$ cat src/rtl/gps_pkg.sv
// Shared GPS tracking definitions: power width, default correlator widths,
// early/late integrator state encoding and a saturating adder.
package gps_pkg;

  localparam int unsigned POWER_W      = 29;
  localparam int unsigned SAMPLE_W_DEF = 4;
  localparam int unsigned ACC_W_DEF    = 16;

  typedef enum logic {
    SYNC  = 1'b0,
    INTEG = 1'b1
  } el_state_t;

  // Signed add of two 32-bit operands, clamped to the range of a w-bit
  // signed value (w <= 31), so accumulators never wrap.
  function automatic logic signed [31:0] sat_add(
    input logic signed [31:0] a,
    input logic signed [31:0] b,
    input int unsigned        w
  );
    logic signed [32:0] sum;
    logic signed [32:0] vmax;
    logic signed [32:0] vmin;
    sum  = {a[31], a} + {b[31], b};
    vmax = (33'sd1 <<< (w - 1)) - 33'sd1;
    vmin = -(33'sd1 <<< (w - 1));
    if (sum > vmax) begin
      sat_add = vmax[31:0];
    end else if (sum < vmin) begin
      sat_add = vmin[31:0];
    end else begin
      sat_add = sum[31:0];
    end
  endfunction

endpackage

$ cat src/rtl/el_power_accum_if.sv
// Sample-in / power-out bundle between code generator, correlator back end
// and DLL filter. master drives samples, slave (the correlator) drives powers.
interface el_power_accum_if
  import gps_pkg::*;
#(
  parameter int unsigned SAMPLE_W = SAMPLE_W_DEF
);
  logic                       sample_valid;
  logic signed [SAMPLE_W-1:0] i_sample;
  logic signed [SAMPLE_W-1:0] q_sample;
  logic                       code_e;
  logic                       code_l;
  logic                       dump;
  logic [POWER_W-1:0]         p_e;
  logic [POWER_W-1:0]         p_l;
  logic                       p_valid;
  logic                       lost;
  logic                       locked;

  modport master (
    output sample_valid, i_sample, q_sample, code_e, code_l, dump,
    input  p_e, p_l, p_valid, lost, locked
  );

  modport slave (
    input  sample_valid, i_sample, q_sample, code_e, code_l, dump,
    output p_e, p_l, p_valid, lost, locked
  );
endinterface

$ cat src/rtl/el_power_calc.sv
// I^2+Q^2 power of one correlator branch: register the squares, then
// register the shifted, 29-bit saturated sum. Output holds between strobes.
module el_power_calc
  import gps_pkg::*;
#(
  parameter int unsigned ACC_W     = ACC_W_DEF,
  parameter int unsigned POW_SHIFT = 4
) (
  input  logic                    clk,
  input  logic                    rst,
  input  logic                    i_vld,
  input  logic signed [ACC_W-1:0] i_i,
  input  logic signed [ACC_W-1:0] i_q,
  output logic [POWER_W-1:0]      o_pow,
  output logic                    o_vld
);
  localparam int unsigned SQ_W = 2 * ACC_W;
  localparam logic [SQ_W:0] POW_MAX = (SQ_W + 1)'({POWER_W{1'b1}});

  logic signed [SQ_W-1:0] w_prod_i;
  logic signed [SQ_W-1:0] w_prod_q;
  logic [SQ_W:0]          w_sum;
  logic [SQ_W:0]          w_shift;
  logic [POWER_W-1:0]     w_sat;

  logic [SQ_W-1:0]        r_sq_i;
  logic [SQ_W-1:0]        r_sq_q;
  logic                   r_vld1;
  logic [POWER_W-1:0]     r_pow;
  logic                   r_vld2;

  // Squares of signed values are non-negative and fit SQ_W bits even for -2^(ACC_W-1).
  always_comb begin
    w_prod_i = i_i * i_i;
    w_prod_q = i_q * i_q;
    w_sum    = {1'b0, r_sq_i} + {1'b0, r_sq_q};
    w_shift  = w_sum >> POW_SHIFT;
    w_sat    = (w_shift > POW_MAX) ? POW_MAX[POWER_W-1:0] : w_shift[POWER_W-1:0];
  end

  // Stage 1: register the two squares.
  always_ff @(posedge clk) begin
    if (rst) begin
      r_sq_i <= '0;
      r_sq_q <= '0;
      r_vld1 <= 1'b0;
    end else begin
      r_vld1 <= i_vld;
      if (i_vld) begin
        r_sq_i <= w_prod_i;
        r_sq_q <= w_prod_q;
      end
    end
  end

  // Stage 2: register the saturated power and its strobe.
  always_ff @(posedge clk) begin
    if (rst) begin
      r_pow  <= '0;
      r_vld2 <= 1'b0;
    end else begin
      r_vld2 <= r_vld1;
      if (r_vld1) begin
        r_pow <= w_sat;
      end
    end
  end

  assign o_pow = r_pow;
  assign o_vld = r_vld2;

endmodule

$ cat src/rtl/el_power_accum.sv
// Early/late integrate-and-dump back end: accumulates code-wiped I/Q per
// epoch, captures totals at dump and hands them to two power calculators.
module el_power_accum
  import gps_pkg::*;
#(
  parameter int unsigned SAMPLE_W    = SAMPLE_W_DEF,
  parameter int unsigned ACC_W       = ACC_W_DEF,
  parameter int unsigned POW_SHIFT   = 4,
  parameter int unsigned MAX_SAMPLES = 4096
) (
  input  logic             clk,
  input  logic             rst,
  el_power_accum_if.slave  bus
);
  localparam int unsigned CNT_W = $clog2(MAX_SAMPLES + 1);

  el_state_t               r_state;
  logic signed [ACC_W-1:0] r_ie, r_qe, r_il, r_ql;
  logic signed [ACC_W-1:0] r_d_ie, r_d_qe, r_d_il, r_d_ql;
  logic [CNT_W-1:0]        r_cnt;
  logic                    r_dump_vld;
  logic                    r_lost;

  logic signed [31:0]      w_i_ext, w_q_ext;
  logic signed [ACC_W-1:0] w_ie_nxt, w_qe_nxt, w_il_nxt, w_ql_nxt;
  logic [CNT_W-1:0]        w_cnt_nxt;
  logic                    w_hit_max;
  logic [POWER_W-1:0]      w_pe, w_pl;
  logic                    w_pe_vld, w_pl_vld;

  // Next accumulator values including this cycle's sample; negation is done
  // on the widened sample so the most negative input negates cleanly.
  always_comb begin
    w_i_ext   = 32'(bus.i_sample);
    w_q_ext   = 32'(bus.q_sample);
    w_ie_nxt  = r_ie;
    w_qe_nxt  = r_qe;
    w_il_nxt  = r_il;
    w_ql_nxt  = r_ql;
    w_cnt_nxt = r_cnt + CNT_W'(1);
    w_hit_max = bus.sample_valid && (w_cnt_nxt == CNT_W'(MAX_SAMPLES));
    if (bus.sample_valid) begin
      w_ie_nxt = ACC_W'(sat_add(32'(r_ie), bus.code_e ? w_i_ext : -w_i_ext, ACC_W));
      w_qe_nxt = ACC_W'(sat_add(32'(r_qe), bus.code_e ? w_q_ext : -w_q_ext, ACC_W));
      w_il_nxt = ACC_W'(sat_add(32'(r_il), bus.code_l ? w_i_ext : -w_i_ext, ACC_W));
      w_ql_nxt = ACC_W'(sat_add(32'(r_ql), bus.code_l ? w_q_ext : -w_q_ext, ACC_W));
    end
  end

  // Lock FSM, accumulators, sample counter and dump capture.
  always_ff @(posedge clk) begin
    if (rst) begin
      r_state    <= SYNC;
      r_ie       <= '0;
      r_qe       <= '0;
      r_il       <= '0;
      r_ql       <= '0;
      r_d_ie     <= '0;
      r_d_qe     <= '0;
      r_d_il     <= '0;
      r_d_ql     <= '0;
      r_cnt      <= '0;
      r_dump_vld <= 1'b0;
      r_lost     <= 1'b0;
    end else begin
      r_dump_vld <= 1'b0;
      r_lost     <= 1'b0;
      case (r_state)
        SYNC: begin
          if (bus.dump) begin
            r_state <= INTEG;
          end
        end
        INTEG: begin
          if (bus.dump) begin
            r_d_ie     <= w_ie_nxt;
            r_d_qe     <= w_qe_nxt;
            r_d_il     <= w_il_nxt;
            r_d_ql     <= w_ql_nxt;
            r_dump_vld <= 1'b1;
            r_ie       <= '0;
            r_qe       <= '0;
            r_il       <= '0;
            r_ql       <= '0;
            r_cnt      <= '0;
          end else if (w_hit_max) begin
            r_lost  <= 1'b1;
            r_state <= SYNC;
            r_ie    <= '0;
            r_qe    <= '0;
            r_il    <= '0;
            r_ql    <= '0;
            r_cnt   <= '0;
          end else begin
            r_ie <= w_ie_nxt;
            r_qe <= w_qe_nxt;
            r_il <= w_il_nxt;
            r_ql <= w_ql_nxt;
            if (bus.sample_valid) begin
              r_cnt <= w_cnt_nxt;
            end
          end
        end
        default: r_state <= SYNC;
      endcase
    end
  end

  el_power_calc #(
    .ACC_W     (ACC_W),
    .POW_SHIFT (POW_SHIFT)
  ) u_calc_e (
    .clk   (clk),
    .rst   (rst),
    .i_vld (r_dump_vld),
    .i_i   (r_d_ie),
    .i_q   (r_d_qe),
    .o_pow (w_pe),
    .o_vld (w_pe_vld)
  );

  el_power_calc #(
    .ACC_W     (ACC_W),
    .POW_SHIFT (POW_SHIFT)
  ) u_calc_l (
    .clk   (clk),
    .rst   (rst),
    .i_vld (r_dump_vld),
    .i_i   (r_d_il),
    .i_q   (r_d_ql),
    .o_pow (w_pl),
    .o_vld (w_pl_vld)
  );

  assign bus.p_e     = w_pe;
  assign bus.p_l     = w_pl;
  assign bus.p_valid = w_pe_vld & w_pl_vld;
  assign bus.lost    = r_lost;
  assign bus.locked  = (r_state == INTEG);

endmodule

$ cat src/flat_wrapper.sv
// flat-port wrapper written by rule: the top's interface ports become plain ports
module el_power_accum_flat import gps_pkg::*;
#(
  parameter int unsigned SAMPLE_W    = SAMPLE_W_DEF,
  parameter int unsigned ACC_W       = ACC_W_DEF,
  parameter int unsigned POW_SHIFT   = 4,
  parameter int unsigned MAX_SAMPLES = 4096
)
  (clk, rst, bus_sample_valid, bus_i_sample, bus_q_sample, bus_code_e, bus_code_l, bus_dump, bus_p_e, bus_p_l, bus_p_valid, bus_lost, bus_locked);
  el_power_accum_if #(.SAMPLE_W(SAMPLE_W)) bus_i ();
  input  logic clk;
  input  logic rst;
  input wire logic [$bits(bus_i.sample_valid)-1:0] bus_sample_valid;
  input wire logic [$bits(bus_i.i_sample)-1:0] bus_i_sample;
  input wire logic [$bits(bus_i.q_sample)-1:0] bus_q_sample;
  input wire logic [$bits(bus_i.code_e)-1:0] bus_code_e;
  input wire logic [$bits(bus_i.code_l)-1:0] bus_code_l;
  input wire logic [$bits(bus_i.dump)-1:0] bus_dump;
  output wire logic [$bits(bus_i.p_e)-1:0] bus_p_e;
  output wire logic [$bits(bus_i.p_l)-1:0] bus_p_l;
  output wire logic [$bits(bus_i.p_valid)-1:0] bus_p_valid;
  output wire logic [$bits(bus_i.lost)-1:0] bus_lost;
  output wire logic [$bits(bus_i.locked)-1:0] bus_locked;
  assign bus_i.sample_valid = bus_sample_valid;
  assign bus_i.i_sample = bus_i_sample;
  assign bus_i.q_sample = bus_q_sample;
  assign bus_i.code_e = bus_code_e;
  assign bus_i.code_l = bus_code_l;
  assign bus_i.dump = bus_dump;
  assign bus_p_e = bus_i.p_e;
  assign bus_p_l = bus_i.p_l;
  assign bus_p_valid = bus_i.p_valid;
  assign bus_lost = bus_i.lost;
  assign bus_locked = bus_i.locked;
  el_power_accum #(.SAMPLE_W(SAMPLE_W), .ACC_W(ACC_W), .POW_SHIFT(POW_SHIFT), .MAX_SAMPLES(MAX_SAMPLES)) u_core (.clk(clk), .rst(rst), .bus(bus_i));
endmodule
$ cat config.mk
export PLATFORM = sky130hd
export DESIGN_NAME = el_power_accum_flat
export DESIGN_NICKNAME = d
export VERILOG_FILES = /design/src/rtl/gps_pkg.sv /design/src/rtl/el_power_accum_if.sv /design/src/rtl/el_power_calc.sv /design/src/rtl/el_power_accum.sv /design/src/flat_wrapper.sv
export SDC_FILE = /design/constraint.sdc
export NUM_CORES = 2
export LEC_CHECK = 0
export BUFFER_PORTS_ARGS = -buffer_cell sky130_fd_sc_hd__buf_2
export CORE_MARGIN = 2
export CORE_UTILIZATION = 61
export CTS_CLUSTER_SIZE = 10
export DETAILED_ROUTE_END_ITERATION = 16
export MAX_ROUTING_LAYER = met4
export PLACE_DENSITY = 0.8
export SLEW_MARGIN = 20
export SYNTH_ARGS = -nofsm -noshare
export SYNTH_HDL_FRONTEND = slang
export SYNTH_SLANG_ARGS = --single-unit
$ cat constraint.sdc
create_clock -name clk -period 11.75 [get_ports clk]
set_input_delay 2.35 -clock clk [delete_from_list [all_inputs] [get_ports clk]]
set_output_delay 2.35 -clock clk [all_outputs]
set_load 0.05 [all_outputs]
==> impl_results.md <==
* Outcome: completed
* DR vias/cell at 5.818
* Buffer levels on the longest clock path at 3
* Most frequently used flop master after synthesis: sky130_fd_sc_hd__dfxtp_1
* Antenna Nets Post-Route at 0
* Fin crit period at 7.609 ns
* Critical Setup Path Class: flip-flop to flip-flop
* Final Instance Area at 0.05905 sq mm
* Critical Path Sink Type: flip-flop
* Drt wl/cell at 18.26 um
* Die Width at 308.5 um
* Number of max-cap violations at 0
* Part of the Yosys area used for sequential elements at 11.47%
* Total negative setup slack at 0 ns
* Area overhead of the layout relative to synthesis at 4.397%
* Type of the tightest min-delay check: flip-flop to flip-flop
* Worst Hold Slack at 0.4732 ns
* Post-layout instance count excluding filler cells at 7681
* Clock Sink Count at 324
* Syn Nets at 7984
* Fraction of final layout cells with drive strength greater than 1 at 4.121%
* Top-area cell type share of the netlist area at 34.19%
* Post-CTS Repair Setup Buffers at 0
* Number of enable-type register cells in the synthesized netlist at 0
* CTS buffer count at 43
* Slowest cell on crit path: sky130_fd_sc_hd__dfxtp_1
* Site Rows at 111
* Cell at the root of the clock tree: sky130_fd_sc_hd__clkbuf_16
* Post-layout worst setup margin at 4.141 ns
* Count of buffers from port buffering at 74
* Number of flip-flops and latches in the synthesized netlist at 324
* Effective utilization at floorplan at 61.62%
* DRC errors left at 0
* Post-synthesis cell area at 0.05656 sq mm
* Final setup violation count at 0
* Worst relative slew slack at 27.11%
* Overall global routing resource usage at 31.33%
* Number of distinct standard cells referenced by the synthesized netlist at 100
* Hold-fix buffer count after cts at 0
* Critical Path Start Type: flip-flop
* Largest area contributor in the synthesized netlist: sky130_fd_sc_hd__fa_1
* Count of vias placed by the detailed router at 44690
* Clock transition at path regs at 0.06 ns
* DP Wirelength at 111.6 mm
* Maximum fanout encountered on the critical timing path at 21
* Largest net degree at the start of global routing at 70
* Share of power burned in registers at 34.7%
* Post-cts resize count at 0
* Final worst-path cycle share at 64.75%
* Required time reported for the critical path endpoint at 12.23 ns
* First-pass iteration count of the detailed router at 7
* Placed inst area at 0.05776 sq mm
* Mean cell area of the mapped netlist at 8.675 sq um
* Die area at 0.09518 sq mm
* Finished Core Util at 64.33%
* Combinational power share at 30.1%
* Drt initial violations at 3290
* Via count of the first global-routing pass at 46590
* Number of top-level design ports at 75
* Leakage at 29.77 nW
* Slew Viols, Final at 0
* Global-route wire length before repair at 232.9 mm
* Sequence of cells on the critical path: inv_1 -> nor2_1 -> fa_1 -> inv_1 -> fa_1 -> inv_1 -> fa_1 -> fa_1 -> fa_1 -> inv_1 -> fa_1 -> inv_1 -> ha_1 -> a21oi_1 -> o211ai_1 -> a31o_2 -> a41oi_1 -> o211ai_1 -> a31oi_1 -> o21ba_2 -> xor2_1 -> nor2_1 -> a31o_2
* Total number of yosys warnings at 0
* Height of the die at 308.5 um
* Post-Place Setup Slack at 4.164 ns
* Placed Cells at 7614
* Clock latency at the later pin of the worst-skew pair at 0.59 ns
* Buf/Inv on CP at 5
* Number of hold violations in the final report at 0
* Final Skew at 0.02280 ns
* Transition time at the pin with the least slew margin at 1.090 ns
* Clock tree from TritonCTS: done
* Global route total overflow at 0
* Delay of the slowest cell on the worst path at 0.81 ns
* Most used cell, CP: sky130_fd_sc_hd__fa_1
* Worst hold stages at 2
* VDD IR-drop max at 0.0001159 V
* Final Total Pwr at 3.522 mW
* Power density over the cells at 59.65 mW/mm^2
* Worst Reg2Reg Path Length in Cells at 23
* Gpl congestion at 0.9867
* Largest cells by area after synthesis: sky130_fd_sc_hd__fa_1 34%, sky130_fd_sc_hd__dfxtp_1 11%, sky130_fd_sc_hd__ha_1 11%
* RSZ-0062 raised after global routing: false
* Core region area at 0.09180 sq mm
* Cell-internal power at 2.244 mW
* Initial antenna violation count at 6
* Switching part of the total power at 36.29%
* Htree depth at 2
* Post-Synthesis Cells at 6520
* Final wirelength at 140.2 mm
* Clk pwr share at 35.2%
* FMAX at 131.4 MHz
* Nets at 7880
* WP data arrival at 8.08 ns
* Depth of the critical timing path with buffers and inverters included at 23
* CP delay by family, top: adder cells
* Sw power at 1.278 mW
* Async set-reset flop share out of synthesis at 0%
[area by class of cell]
class	instances	area, sq um
Multi-Input combinational cell	4588	44030
Fill cell	7561	32750
Sequential cell	324	6494
Inverter	1355	5086
Tap cell	1243	1555
Clock buffer	48	1116
Timing Repair Buffer	104	606.8
Clock inverter	12	148.9
Antenna cell	7	17.52
[worst register-to-register path, stage by stage, from the launching register on]
cell and delay (ns):
sky130_fd_sc_hd__dfxtp_1 0.81, sky130_fd_sc_hd__inv_1 0.48, sky130_fd_sc_hd__nor2_1 0.27, sky130_fd_sc_hd__fa_1 0.55, sky130_fd_sc_hd__inv_1 0.20, sky130_fd_sc_hd__fa_1 0.43
sky130_fd_sc_hd__inv_1 0.08, sky130_fd_sc_hd__fa_1 0.45, sky130_fd_sc_hd__fa_1 0.52, sky130_fd_sc_hd__fa_1 0.49, sky130_fd_sc_hd__inv_1 0.05, sky130_fd_sc_hd__fa_1 0.48
sky130_fd_sc_hd__inv_1 0.04, sky130_fd_sc_hd__ha_1 0.34, sky130_fd_sc_hd__a21oi_1 0.28, sky130_fd_sc_hd__o211ai_1 0.16, sky130_fd_sc_hd__a31o_2 0.25, sky130_fd_sc_hd__a41oi_1 0.43
sky130_fd_sc_hd__o211ai_1 0.21, sky130_fd_sc_hd__a31oi_1 0.32, sky130_fd_sc_hd__o21ba_2 0.20, sky130_fd_sc_hd__xor2_1 0.20, sky130_fd_sc_hd__nor2_1 0.06, sky130_fd_sc_hd__a31o_2 0.21
[placed cells by master, fill, tap and decap left out, types with 59 or more instances in the layout]
master,instances
sky130_fd_sc_hd__ha_1,484
sky130_fd_sc_hd__inv_1,1352
sky130_fd_sc_hd__o21ai_0,216
sky130_fd_sc_hd__buf_2,72
sky130_fd_sc_hd__dfxtp_1,322
sky130_fd_sc_hd__mux2i_1,113
sky130_fd_sc_hd__xnor2_1,180
sky130_fd_sc_hd__fa_1,966
sky130_fd_sc_hd__and2_1,198
sky130_fd_sc_hd__xor2_1,59
sky130_fd_sc_hd__nand3_1,86
sky130_fd_sc_hd__nor2_1,482
sky130_fd_sc_hd__a21o_1,119
sky130_fd_sc_hd__a21oi_1,288
sky130_fd_sc_hd__nand2_1,562
[worst paths after layout]
check | to | from | slack, ns
max | u_core.u_calc_e.r_sq_i[29]$_SDFFE_PP0P_ | u_core.r_d_ie[15]$_SDFFE_PP0P_ | 4.14
min | u_core.u_calc_l.o_pow[23]$_SDFFE_PP0P_ | u_core.u_calc_l.o_pow[23]$_SDFFE_PP0P_ | 0.47
max reg2reg | u_core.u_calc_e.r_sq_i[29]$_SDFFE_PP0P_ | u_core.r_d_ie[15]$_SDFFE_PP0P_ | 4.14
min reg2reg | u_core.u_calc_l.o_pow[23]$_SDFFE_PP0P_ | u_core.u_calc_l.o_pow[23]$_SDFFE_PP0P_ | 0.47
[layer usage]
layer | GRT usage (%) | share of wire [%] | vias up | routed length [um]
met2 | 52.08 | 49 | 1558 | 68250
met3 | 4.466 | 7.1 | 339 | 9935
met4 | 11.88 | 4.3 | 0 | 5967
li1 | - | - | 20650 | -
met5 | - | 0 | - | 0
met1 | 38.85 | 40 | 22140 | 56060
[Yosys cell counts, types with 43 or more instances]
| cell type | count |
|---|---|
| sky130_fd_sc_hd__inv_1 | 1354 |
| sky130_fd_sc_hd__fa_1 | 966 |
| sky130_fd_sc_hd__nand2_1 | 562 |
| sky130_fd_sc_hd__ha_1 | 484 |
| sky130_fd_sc_hd__nor2_1 | 484 |
| sky130_fd_sc_hd__dfxtp_1 | 324 |
| sky130_fd_sc_hd__a21oi_1 | 289 |
| sky130_fd_sc_hd__o21ai_0 | 216 |
| sky130_fd_sc_hd__clkbuf_1 | 210 |
| sky130_fd_sc_hd__and2_1 | 198 |
| sky130_fd_sc_hd__xnor2_1 | 180 |
| sky130_fd_sc_hd__a21o_1 | 119 |
| sky130_fd_sc_hd__mux2i_1 | 113 |
| sky130_fd_sc_hd__nand3_1 | 86 |
| sky130_fd_sc_hd__xor2_1 | 59 |
| sky130_fd_sc_hd__nor3_1 | 55 |
| sky130_fd_sc_hd__nand2b_1 | 51 |
| sky130_fd_sc_hd__o221ai_1 | 48 |
| sky130_fd_sc_hd__a211oi_1 | 46 |
| sky130_fd_sc_hd__a31oi_1 | 43 |
[flip-flops by register name (all words and copies together) (netlist names)]
name                    count
u_core.r_ie                16
u_core.u_calc_e.r_vld1      1
u_core.u_calc_l.r_sq_i     30
u_core.u_calc_e.r_sq_i     30
u_core.r_d_il              16
u_core.r_dump_vld           1
u_core.bus.locked           1
u_core.r_qe                16
u_core.r_cnt               13
u_core.r_d_ql              16
u_core.bus.lost             1
u_core.r_il                16
u_core.u_calc_e.r_sq_q     30
u_core.u_calc_e.o_pow      29
u_core.r_d_qe              16
u_core.r_d_ie              16
u_core.u_calc_e.o_vld       1
u_core.u_calc_l.o_pow      29
u_core.r_ql                16
u_core.u_calc_l.r_sq_q     30
[logic make-up (layout without fill, tap and decap cells)]
family | after synthesis | after routing | synth area share, %
AO/OA/AOI/OAI | 1133 | 1133 | 13.49
XOR/XNOR | 239 | 239 | 3.701
adder cells (fa/ha/maj) | 1450 | 1450 | 44.89
buffers and inverters | 1608 | 1519 | 10.76
flip-flops | 324 | 324 | 11.47
multiplexers | 121 | 121 | 2.166
other | 0 | 7 | 0
AND/OR/NAND/NOR | 1645 | 1645 | 13.52
[power by group through the flow]
stage               Sequential, mW  Clock (mW)  Combinational (mW)
floorplan                     1.18           0               0.817
global placement              1.24           0                1.02
detailed placement            1.24           0                1.05
CTS                           1.22        1.25                1.06
global route                  1.22        1.29                1.19
finish                        1.22        1.24                1.06
Power figures use the tool's default switching activity.
